--- src/rtl/mario_pkg.sv ---
// Shared types and constants for the Mario sprite motion controller.
// Included by the horizontal datapath (top) and the vertical state machine.
package mario_pkg;

  localparam int unsigned POS_W       = 10;
  localparam int unsigned VEL_W       = 10;
  localparam int unsigned CALC_W      = POS_W + 1;
  localparam int unsigned KEY_W       = 8;
  localparam int unsigned SPRITE_SIZE = 16;
  localparam int unsigned SCREEN_W    = 640;
  localparam int unsigned SCREEN_H    = 480;

  localparam logic [KEY_W-1:0] KEY_A     = 8'h04;
  localparam logic [KEY_W-1:0] KEY_D     = 8'h07;
  localparam logic [KEY_W-1:0] KEY_W_JMP = 8'h1A;
  localparam logic [KEY_W-1:0] KEY_SPACE = 8'h2C;

  typedef enum logic [1:0] {
    GROUND = 2'd0,
    RISE   = 2'd1,
    FALL   = 2'd2
  } mstate_t;

  // W and space both trigger a jump
  function automatic logic is_jump_key(input logic [KEY_W-1:0] key);
    return (key == KEY_W_JMP) || (key == KEY_SPACE);
  endfunction

endpackage

--- src/rtl/mario_vert_fsm.sv ---
// Vertical motion: GROUND/RISE/FALL sequencing with a divided gravity step.
// Owns y, vy, the gravity divider and the jump re-arm latch.
module mario_vert_fsm
  import mario_pkg::*;
#(
  parameter int unsigned Y_MIN     = 0,
  parameter int unsigned Y_FLOOR   = SCREEN_H - SPRITE_SIZE - 1,
  parameter int unsigned JUMP_V    = 8,
  parameter int unsigned GRAV_DIV  = 2,
  parameter int unsigned VMAX_FALL = 6
) (
  input  logic                    clk,
  input  logic                    rst,
  input  logic                    jump_key,
  output logic [POS_W-1:0]        y,
  output logic signed [VEL_W-1:0] vy,
  output logic [1:0]              mstate
);

  localparam int unsigned CNT_W = (GRAV_DIV > 1) ? $clog2(GRAV_DIV) : 1;
  localparam logic [CNT_W-1:0] GRAV_LAST = CNT_W'(GRAV_DIV - 1);
  localparam logic signed [CALC_W-1:0] Y_MIN_S   = CALC_W'(Y_MIN);
  localparam logic signed [CALC_W-1:0] Y_FLOOR_S = CALC_W'(Y_FLOOR);
  localparam logic signed [VEL_W-1:0]  JUMP_S    = VEL_W'(JUMP_V);
  localparam logic signed [VEL_W-1:0]  VMAX_S    = VEL_W'(VMAX_FALL);

  mstate_t                 state_q, state_d;
  logic [CNT_W-1:0]        grav_cnt_q, grav_cnt_d;
  logic signed [VEL_W-1:0] vy_q, vy_d;
  logic [POS_W-1:0]        y_q, y_d;
  logic                    jump_armed_q, jump_armed_d;

  logic [CNT_W-1:0]         cnt_grav_c;
  logic signed [VEL_W-1:0]  vy_grav_c;
  logic signed [VEL_W-1:0]  vy_fall_c;
  logic signed [CALC_W-1:0] y_rise_c;
  logic signed [CALC_W-1:0] y_fall_c;

  // Gravity step shared by RISE and FALL; FALL additionally saturates vy
  always_comb begin
    cnt_grav_c = grav_cnt_q + CNT_W'(1);
    vy_grav_c  = vy_q;
    if (grav_cnt_q == GRAV_LAST) begin
      cnt_grav_c = '0;
      vy_grav_c  = vy_q + 10'sd1;
    end
    vy_fall_c = (vy_grav_c > VMAX_S) ? VMAX_S : vy_grav_c;
    y_rise_c  = $signed({1'b0, y_q}) + $signed({vy_grav_c[VEL_W-1], vy_grav_c});
    y_fall_c  = $signed({1'b0, y_q}) + $signed({vy_fall_c[VEL_W-1], vy_fall_c});
  end

  // Next-state and vertical position/velocity
  always_comb begin
    state_d      = state_q;
    grav_cnt_d   = grav_cnt_q;
    vy_d         = vy_q;
    y_d          = y_q;
    jump_armed_d = jump_key ? jump_armed_q : 1'b1;

    case (state_q)
      GROUND: begin
        vy_d = '0;
        if (jump_key && jump_armed_q) begin
          state_d      = RISE;
          vy_d         = -JUMP_S;
          y_d          = y_q - POS_W'(JUMP_V);
          grav_cnt_d   = '0;
          jump_armed_d = 1'b0;
        end
      end
      RISE: begin
        if (y_rise_c < Y_MIN_S) begin
          state_d    = FALL;
          y_d        = POS_W'(Y_MIN);
          vy_d       = '0;
          grav_cnt_d = '0;
        end else if (!vy_grav_c[VEL_W-1]) begin
          state_d    = FALL;
          y_d        = y_rise_c[POS_W-1:0];
          vy_d       = vy_grav_c;
          grav_cnt_d = '0;
        end else begin
          y_d        = y_rise_c[POS_W-1:0];
          vy_d       = vy_grav_c;
          grav_cnt_d = cnt_grav_c;
        end
      end
      FALL: begin
        if (y_fall_c >= Y_FLOOR_S) begin
          state_d    = GROUND;
          y_d        = POS_W'(Y_FLOOR);
          vy_d       = '0;
          grav_cnt_d = '0;
        end else begin
          y_d        = y_fall_c[POS_W-1:0];
          vy_d       = vy_fall_c;
          grav_cnt_d = cnt_grav_c;
        end
      end
      default: begin
        state_d    = FALL;
        vy_d       = '0;
        grav_cnt_d = '0;
      end
    endcase
  end

  always_ff @(posedge clk) begin
    if (rst) begin
      state_q      <= GROUND;
      grav_cnt_q   <= '0;
      vy_q         <= '0;
      y_q          <= POS_W'(Y_FLOOR);
      jump_armed_q <= 1'b1;
    end else begin
      state_q      <= state_d;
      grav_cnt_q   <= grav_cnt_d;
      vy_q         <= vy_d;
      y_q          <= y_d;
      jump_armed_q <= jump_armed_d;
    end
  end

  assign y      = y_q;
  assign vy     = vy_q;
  assign mstate = state_q;

endmodule

--- src/rtl/mario_motion_ctrl.sv ---
// Per-frame Mario movement: keycode-driven walk with wall clamps on X,
// jump/gravity handled by mario_vert_fsm on Y. Velocities apply with no lag.
module mario_motion_ctrl
  import mario_pkg::*;
#(
  parameter int unsigned X_START   = 320,
  parameter int unsigned X_MIN     = 0,
  parameter int unsigned X_MAX     = SCREEN_W - SPRITE_SIZE - 1,
  parameter int unsigned Y_MIN     = 0,
  parameter int unsigned Y_FLOOR   = SCREEN_H - SPRITE_SIZE - 1,
  parameter int unsigned WALK_V    = 2,
  parameter int unsigned JUMP_V    = 8,
  parameter int unsigned GRAV_DIV  = 2,
  parameter int unsigned VMAX_FALL = 6
) (
  input  logic             frame_clk,
  input  logic             Reset,
  input  logic [KEY_W-1:0] keycode,
  output logic [POS_W-1:0] mario_x,
  output logic [POS_W-1:0] mario_y,
  output logic [VEL_W-1:0] vel_x,
  output logic [VEL_W-1:0] vel_y,
  output logic [1:0]       mstate,
  output logic             facing_left
);

  localparam logic signed [CALC_W-1:0] X_MIN_S = CALC_W'(X_MIN);
  localparam logic signed [CALC_W-1:0] X_MAX_S = CALC_W'(X_MAX);
  localparam logic signed [VEL_W-1:0]  WALK_S  = VEL_W'(WALK_V);

  logic [POS_W-1:0]         x_q, x_d;
  logic signed [VEL_W-1:0]  vel_x_q, vel_x_d;
  logic                     facing_left_q, facing_left_d;
  logic signed [VEL_W-1:0]  vx_c;
  logic signed [CALC_W-1:0] x_sum_c;
  logic                     jump_key_c;
  logic signed [VEL_W-1:0]  vy_w;

  assign jump_key_c = is_jump_key(keycode);

  // Horizontal velocity from the key, then clamp at the screen edges
  always_comb begin
    vx_c          = '0;
    facing_left_d = facing_left_q;
    if (keycode == KEY_A) begin
      vx_c          = -WALK_S;
      facing_left_d = 1'b1;
    end else if (keycode == KEY_D) begin
      vx_c          = WALK_S;
      facing_left_d = 1'b0;
    end

    x_sum_c = $signed({1'b0, x_q}) + $signed({vx_c[VEL_W-1], vx_c});
    x_d     = x_sum_c[POS_W-1:0];
    vel_x_d = vx_c;
    if (x_sum_c < X_MIN_S) begin
      x_d     = POS_W'(X_MIN);
      vel_x_d = '0;
    end else if (x_sum_c > X_MAX_S) begin
      x_d     = POS_W'(X_MAX);
      vel_x_d = '0;
    end
  end

  always_ff @(posedge frame_clk) begin
    if (Reset) begin
      x_q           <= POS_W'(X_START);
      vel_x_q       <= '0;
      facing_left_q <= 1'b0;
    end else begin
      x_q           <= x_d;
      vel_x_q       <= vel_x_d;
      facing_left_q <= facing_left_d;
    end
  end

  mario_vert_fsm #(
    .Y_MIN     (Y_MIN),
    .Y_FLOOR   (Y_FLOOR),
    .JUMP_V    (JUMP_V),
    .GRAV_DIV  (GRAV_DIV),
    .VMAX_FALL (VMAX_FALL)
  ) u_vert (
    .clk      (frame_clk),
    .rst      (Reset),
    .jump_key (jump_key_c),
    .y        (mario_y),
    .vy       (vy_w),
    .mstate   (mstate)
  );

  assign mario_x     = x_q;
  assign vel_x       = vel_x_q;
  assign vel_y       = vy_w;
  assign facing_left = facing_left_q;

endmodule
--- config.mk ---
export PLATFORM = sky130hd
export DESIGN_NAME = mario_motion_ctrl
export DESIGN_NICKNAME = d
export VERILOG_FILES = /design/src/rtl/mario_pkg.sv /design/src/rtl/mario_vert_fsm.sv /design/src/rtl/mario_motion_ctrl.sv
export SDC_FILE = /design/constraint.sdc
export NUM_CORES = 1
export LEC_CHECK = 0
export ABC_CLOCK_PERIOD_IN_PS = 7200
export BUFFER_PORTS_ARGS = -buffer_cell sky130_fd_sc_hd__buf_2
export CAP_MARGIN = 20
export CORE_ASPECT_RATIO = 1.4
export CORE_UTILIZATION = 40
export DETAILED_ROUTE_END_ITERATION = 8
export PLACE_DENSITY = 0.7
export SLEW_MARGIN = 30
export SYNTH_ARGS = -nofsm -noshare
export SYNTH_HDL_FRONTEND = slang
export SYNTH_SLANG_ARGS = --single-unit
--- constraint.sdc ---
create_clock -name frame_clk -period 7.2 [get_ports frame_clk]
set_clock_uncertainty 0.1 [all_clocks]
set_input_delay 0.36 -clock frame_clk [delete_from_list [all_inputs] [get_ports frame_clk]]
set_output_delay 0.36 -clock frame_clk [all_outputs]
set_load 0.01 [all_outputs]
==> qor.csv, run 1 <==
stage;metric;value;unit
route;total number of vias;3688;
die;Initial Util;41.94;%
placed_design;final estimated routing congestion in global placement;0.9124;
die;std cell rows;40;
timing;final setup TNS;0;ps
placed_design;setup slack at placement;1703;ps
cts;H-tree level count;2;
power;peak supply drop;0.00009289;V
layout;# diodes;0;
synthesis;top cell type by total area after synthesis;dfxtp_1;
die;die area;0.009522;mm²
route;drt pass-1 iters;7;
timing;Worst slew margin;48.63;%
synthesis;Post-Synthesis Cells;466;
cts;Clock Latency Late Sink;290;ps
synthesis;syn nets;513;
die;num ports;53;
die;die height;115.1;µm
cts;Max Root-Sink Buffers;2;
layout;register area;740.7;µm²
timing;Tcrit/Tclk final;78.91;%
layout;cell area after layout;0.004121;mm²
worst_setup_path;Crit Path Max Fanout;11;
route;Final Routed Wirelength;10.57;mm
route;WL per Instance;17.33;µm
worst_setup_path;R2R depth;19;
worst_setup_path;Crit Path Class;reg -> reg;
die;Die Wd;82.76;µm
cts;Root Buffer;clkbuf_16;
route;# DRC;0;
timing;Slew Limit Fails;0;
timing;RSZ-0062 raised after global routing;no;
route;post-route ant nets;0;
grt;largest net degree at the start of global routing;18;
min_path;min-delay src;keycode[6];
worst_setup_path;CP startpoint;u_vert.grav_cnt_q;
worst_setup_path;CP Launch Type;register;
power;Power Density;160.0;mW/mm²
route;Via density;6.046;
worst_setup_path;slowest CP cell;a21oi_1;
placed_design;Port Buffer Count;51;
worst_setup_path;Critical Path Most Common Cell;nor2_1;
synthesis;Netlist cell types;79;
synthesis;Post-synth EDFFs;0;
timing;Max Clock Freq;0.1760;GHz
min_path;Hold Path Class;in -> reg;
cts;cts bufs inserted;5;
layout;layout cell share with drive strength beyond 1;17.82;%
flow_run;Max Cap Viol;0;
placed_design;placed cell areas;0.003943;mm²
timing;Final min period;5682;ps
timing;post-route setup slack;1518;ps
power;Lkg Pwr;0.001860;µW
cts;cts repair resizes;0;
cts;clock-pin slew on the worst setup and hold paths;60;ps
synthesis;Yosys warnings;0;
worst_setup_path;critical path's largest stage delay;600;ps
cts;CTS tree;built;
grt;vias in the first global route;3448;
min_path;hold depth;4;
grt;total gr overflow;0;
synthesis;top-area cell type share of the netlist area;20.28;%
synthesis;Mapped Avg Cell Area;7.837;µm²
cts;Setup Buffers After CTS;0;
layout;fillcell total;862;
placed_design;hpwl dp;8.270;mm
grt;total track usage;23.00;%
layout;Layout area overhead;12.85;%
layout;commonest non-fill, non-tap cell in the layout;buf_2;
worst_setup_path;CP endpoint kind;register;
grt;initial antenna violation count;0;
synthesis;sequential share of the synthesized area;20.28;%
timing;Final Hold Vio Count;0;
timing;measured slew at the worst slew-check pin;764.6;ps
grt;first-pass GRT wire length;16.57;mm
synthesis;ranking of synthesized cells by area;dfxtp_1, ha_1, a21oi_1, o21ai_0, xnor2_1;
synthesis;Async S/R FF share, synth;0;%
worst_setup_path;critical path depth in cells;19;
timing;Setup Viol. Count Final;0;
worst_setup_path;worst path cell trace;nand3_1 > nor2_1 > nand3_1 > xor2_1 > inv_1 > a21oi_1 > nor2_1 > ha_1 > inv_1 > fa_1 > nor2b_1 > o31a_1 > or2_2 > maj3_2 > a211o_1 > a21o_1 > a21oi_1 > nor2_1 > o31ai_2;
synthesis;Synth Cell Area;0.003652;mm²
layout;Multi-input gate area;0.002660;mm²
layout;Layout Nets;551;
synthesis;Synth Flop Type;dfxtp_1;
cts;CTS hold repair buffers;0;
synthesis;Synth Register Bits;37;
worst_setup_path;Critical Path RT;7300;ps
timing;final hold slack;327.6;ps
worst_setup_path;CP Buf/Inv Count;2;
layout;commonest cells after routing, fill and taps aside;buf_2, a21oi_1, dfxtp_1;
cts;CTS sink count;37;
route;Iteration-0 DRC Markers;269;
die;Placeable Area;0.008708;mm²
worst_setup_path;Arrival @ worst endpoint;5780;ps
outcome;status;finished, final reports clean;
worst_setup_path;FF-to-FF Start;u_vert.grav_cnt_q;
worst_setup_path;delay-heaviest family, CP;compound AO/OA/AOI/OAI gates;
cells in the mapped netlist, types with 5 or more instances:
cell type	n
nor2_1	30
a21o_1	11
and3_1	5
a211oi_1	5
inv_1	34
nor3_1	11
buf_4	9
o21bai_1	5
clkbuf_1	11
o21a_1	10
ha_1	34
a31oi_1	6
xor2_1	7
nand3_1	21
a21oi_1	42
and2_1	6
xnor2_1	16
o21ai_0	33
dfxtp_1	37
nor2b_1	7
nand2b_1	5
nand2_1	24
flip-flops by register name, summed over array words and instances, names as in the netlist:
register,cells
u_vert.mstate,2
u_vert.jump_armed_q,1
u_vert.y,10
vel_x,2
u_vert.grav_cnt_q,1
facing_left,1
mario_x,10
u_vert.vy,10
tightest hold or removal path, cell delays in order:
cell	delay, ps
buf_2	80
or4b_2	120
a21oi_1	40
o211ai_1	60
per-stage QoR:
stage	util [%]	std cells	total power, µW
6_report	47.33	610	659.5
5_1_grt	47.33	610	690.9
3_5_place_dp	45.27	602	398.8
4_1_cts	47.30	610	661.9
3_3_place_gp	45.27	602	397.8
2_1_floorplan	-	466	350.7
power by group:
| part | total [µW] | switching [µW] | internal [µW] | leakage (µW) |
|---|---|---|---|---|
| Clock | 261 | 88.0 | 173 | 0.0000831 |
| Combinational | 166 | 103 | 63.2 | 0.00148 |
| Sequential | 233 | 18.9 | 214 | 0.000299 |
| Total | 659 | 209 | 450 | 0.00186 |
area by class of cell:
class | count | share of cell area, %
Multi-Input combinational cell | 371 | 64.54
Sequential cell | 37 | 17.97
Timing Repair Buffer | 55 | 6.922
Clock buffer | 6 | 3.370
Tap cell | 105 | 3.188
Inverter | 34 | 3.097
Clock inverter | 2 | 0.9107
worst paths after layout:
kind	end	slack [ps]
max reg2reg	u_vert.vy[5]	1520
min	u_vert.jump_armed_q	330
min reg2reg	mario_x[0]	380
max	u_vert.vy[5]	1520
cell families after synthesis:
kind of cell / count (synthesis) / synth area share [%]
adders and majority gates: 39 / 13.87
muxes: 2 / 0.5824
buffers and inverters: 58 / 6.954
AOI/OAI and AO/OA: 164 / 30.87
and+or+nand+nor: 140 / 20.76
other: 1 / 0.1027
xor gates and xnor gates: 25 / 6.578
DFF: 37 / 20.28
per-layer routing:
metal	global-route usage, %	share of wire [%]	vias up
li1	-	-	1783
met3	2.778	4.4	28
met5	0	0	-
met1	24.78	38	1728
met2	42.46	54	149
met4	11.84	3.8	0
Power figures use the tool's default switching activity.
==> run 2: changes to the inputs <==
--- a/config.mk
+++ b/config.mk
@@ -5,7 +5,8 @@
 export SDC_FILE = /design/constraint.sdc
 export NUM_CORES = 1
 export LEC_CHECK = 0
-export ABC_CLOCK_PERIOD_IN_PS = 7200
+export ABC_AREA = 1
+export ABC_CLOCK_PERIOD_IN_PS = 5250
 export BUFFER_PORTS_ARGS = -buffer_cell sky130_fd_sc_hd__buf_2
 export CAP_MARGIN = 20
 export CORE_ASPECT_RATIO = 1.4
==> constraint.sdc (replaced) <==
create_clock -name frame_clk -period 5.25 [get_ports frame_clk]
set_clock_uncertainty 0.1 [all_clocks]
set_input_delay 0.2625 -clock frame_clk [delete_from_list [all_inputs] [get_ports frame_clk]]
set_output_delay 0.2625 -clock frame_clk [all_outputs]
set_load 0.01 [all_outputs]
==> qor.csv, run 2 <==
stage;metric;value;unit;change
outcome;status;finished, final reports clean;;
min_path;Hold Path Class;in -> reg;;
cts;CTS tree;built;;
worst_setup_path;critical path endpoint;u_vert.mstate[0];;
timing;Tcrit/Tclk final;89.65;%;+11 points
grt;largest net degree at the start of global routing;19;;+1
timing;Setup Viol. Count Final;0;;unchanged
route;drt pass-1 iters;4;;-3
die;Placeable Area;0.008708;mm²;unchanged
placed_design;hpwl dp;7.506;mm;-9.2%
timing;Final Hold Vio Count;0;;unchanged
placed_design;final estimated routing congestion in global placement;0.9288;;+1.8%
cts;CTS hold repair buffers;0;;unchanged
layout;# diodes;0;;unchanged
cts;clock-pin slew on the worst setup and hold paths;60;ps;about the same
worst_setup_path;Crit Path Max Fanout;16;;+5
worst_setup_path;Arrival @ worst endpoint;4760;ps;-1020 ps
worst_setup_path;R2R depth;28;;+9
layout;Layout Nets;647;;+17%
route;WL per Instance;13.53;µm;-22%
grt;total track usage;21.71;%;-1.3 points
timing;Worst slew margin;57.41;%;+8.8 points
synthesis;Async S/R FF share, synth;0;%;unchanged
worst_setup_path;CP Launch Type;register;;
synthesis;top cell type by total area after synthesis;dfxtp_1;;
grt;initial antenna violation count;0;;unchanged
synthesis;top-area cell type share of the netlist area;20.30;%;+0.021 points
synthesis;sequential share of the synthesized area;20.30;%;+0.021 points
worst_setup_path;CP startpoint;u_vert.vy[0];;
power;Power Density;225.6;mW/mm²;+41%
cts;Max Root-Sink Buffers;2;;unchanged
die;die area;0.009512;mm²;-0.11%
grt;first-pass GRT wire length;15.83;mm;-4.5%
placed_design;Port Buffer Count;51;;unchanged
cts;Root Buffer;clkbuf_16;;
cts;H-tree level count;2;;unchanged
synthesis;Mapped Avg Cell Area;6.527;µm²;-17%
synthesis;Synth Flop Type;dfxtp_1;;
layout;commonest non-fill, non-tap cell in the layout;nand2_1;;
route;Iteration-0 DRC Markers;165;;-39%
cts;cts repair resizes;0;;unchanged
worst_setup_path;FF-to-FF Start;u_vert.vy[0];;
route;Via density;5.167;;-15%
worst_setup_path;Crit Path Class;reg -> reg;;
synthesis;Post-Synthesis Cells;559;;+20%
layout;final core area utilization;47.08;%;-0.24 points
route;Final Routed Wirelength;9.553;mm;-9.6%
worst_setup_path;CP endpoint kind;register;;
cts;cts bufs inserted;5;;unchanged
power;Lkg Pwr;0.002180;µW;+17%
grt;total gr overflow;0;;unchanged
placed_design;placed cell areas;0.003924;mm²;-0.48%
synthesis;Netlist cell types;41;;-48%
layout;cell area after layout;0.004100;mm²;-0.52%
worst_setup_path;critical path's largest stage delay;470;ps;-130 ps
layout;fillcell total;895;;+3.8%
synthesis;ranking of synthesized cells by area;dfxtp_1, ha_1, nand2_1, inv_1, a21oi_1;;
synthesis;Synth Cell Area;0.003648;mm²;-0.10%
timing;Slew Limit Fails;0;;unchanged
layout;commonest cells after routing, fill and taps aside;nand2_1, inv_1, buf_2;;
layout;layout cell share with drive strength beyond 1;18.47;%;+0.65 points
route;post-route ant nets;0;;unchanged
flow_run;Max Cap Viol;0;;unchanged
timing;RSZ-0062 raised after global routing;no;;
worst_setup_path;slowest CP cell;o31ai_1;;
layout;register area;740.7;µm²;unchanged
synthesis;syn nets;606;;+18%
timing;final setup TNS;0;ps;unchanged
timing;measured slew at the worst slew-check pin;638.8;ps;-125.8 ps
die;std cell rows;40;;unchanged
cts;Setup Buffers After CTS;0;;unchanged
worst_setup_path;Register-to-Register Setup Slack;540;ps;-970 ps
power;Pwr Total;925.0;µW;+40%
die;num ports;53;;unchanged
power;peak supply drop;0.0003266;V;+250%
layout;Layout area overhead;12.38;%;
layout;Multi-input gate area;0.002434;mm²;-8.5%
route;total number of vias;3648;;-1.1%
die;Initial Util;41.90;%;-0.043 points
timing;Final min period;4707;ps;-975.2 ps
worst_setup_path;RR Endpoint;u_vert.mstate[0];;
grt;vias in the first global route;3548;;+2.9%
route;# DRC;0;;unchanged
cts;CTS sink count;37;;unchanged
die;Die Wd;82.72;µm;about the same
die;die height;115;µm;about the same
cts;Clock Latency Late Sink;290;ps;about the same
synthesis;Yosys warnings;0;;unchanged
worst_setup_path;Critical Path RT;5310;ps;-1990 ps
synthesis;most frequent cell after synthesis;nand2_1;;
synthesis;commonest cells in the netlist;nand2_1, inv_1, a21oi_1;;
timing;Max Clock Freq;0.2125;GHz;+21%
synthesis;Synth Register Bits;37;;unchanged
synthesis;Post-synth EDFFs;0;;unchanged
## run 2: cell types whose count changed in the layout (fill, tap and decap cells not counted), moves of 7 or more
cell,change
nand2_1,+85
inv_1,+54
nand3_1,+22
nand2_2,+19
nor2_1,+15
o21ai_0,-14
xnor2_1,-12
a21o_1,-11
a21oi_1,+7
nand3_2,+7
nor2b_1,-7
## run 2: logic make-up (layout without fill, tap and decap cells)
| logic type | after synthesis | after routing | synth area share (%) |
|---|---|---|---|
| AOI/OAI and AO/OA | 100 | 100 | 15.71 |
| xor gates and xnor gates | 12 | 12 | 2.881 |
| adders and majority gates | 37 | 37 | 13.31 |
| buffers and inverters | 112 | 154 | 13.00 |
| DFF | 37 | 37 | 20.30 |
| other | 1 | 1 | 0.1028 |
| and+or+nand+nor | 260 | 260 | 34.70 |
## run 2: final cells by class
class / count / share of cell area [%]
multi-input cells: 410 / 59.35
repair buffers: 52 / 6.408
inverters: 94 / 8.666
clock buffers: 6 / 3.387
flip-flops and latches: 37 / 18.07
well taps: 105 / 3.204
clock inverters: 2 / 0.9155
## run 2: worst min path at each step
stage,start,to,slack [ps],cells past startpoint
after detailed placement,facing_left,facing_left,370,2
final,keycode[3],u_vert.jump_armed_q,90,2
after global placement,facing_left,facing_left,360,2
after floorplan,keycode[3],u_vert.jump_armed_q,250,1
after global routing,keycode[3],u_vert.jump_armed_q,110,2
after CTS,keycode[3],u_vert.jump_armed_q,90,2
## run 2: critical path: cells and delay by family, from the launching register on
family                   cells  cell delay, ps
AND/OR/NAND/NOR             18            1970
XOR/XNOR                     1             220
buffers and inverters        3             300
AO/OA/AOI/OAI                3             660
flip-flops                   1             400
adder cells (fa/ha/maj)      3             930
## run 2: metrics by stage
stage,setup WS (ps),hold slack (ps),std cells
5_1_grt,196.3,112.0,706
2_1_floorplan,1125,249.7,559
3_5_place_dp,571.3,371.1,698
4_1_cts,537.4,86.60,706
6_report,543.4,87.34,706
3_3_place_gp,594.8,364.6,698
## run 2: where the power goes
group          internal [µW]  total, µW  switching [µW]
clock network            237        364             126
logic                   81.2        249             168
registers                292        312            20.0
## run 2: layer usage
metal / part of all wire [%] / vias to the layer above / GRT usage [%]
met5: 0 / - / 0
met4: 3.6 / 0 / 11.61
met3: 4.4 / 25 / 2.460
met2: 51 / 94 / 38.91
met1: 41 / 1646 / 24.36
li1: - / 1883 / -
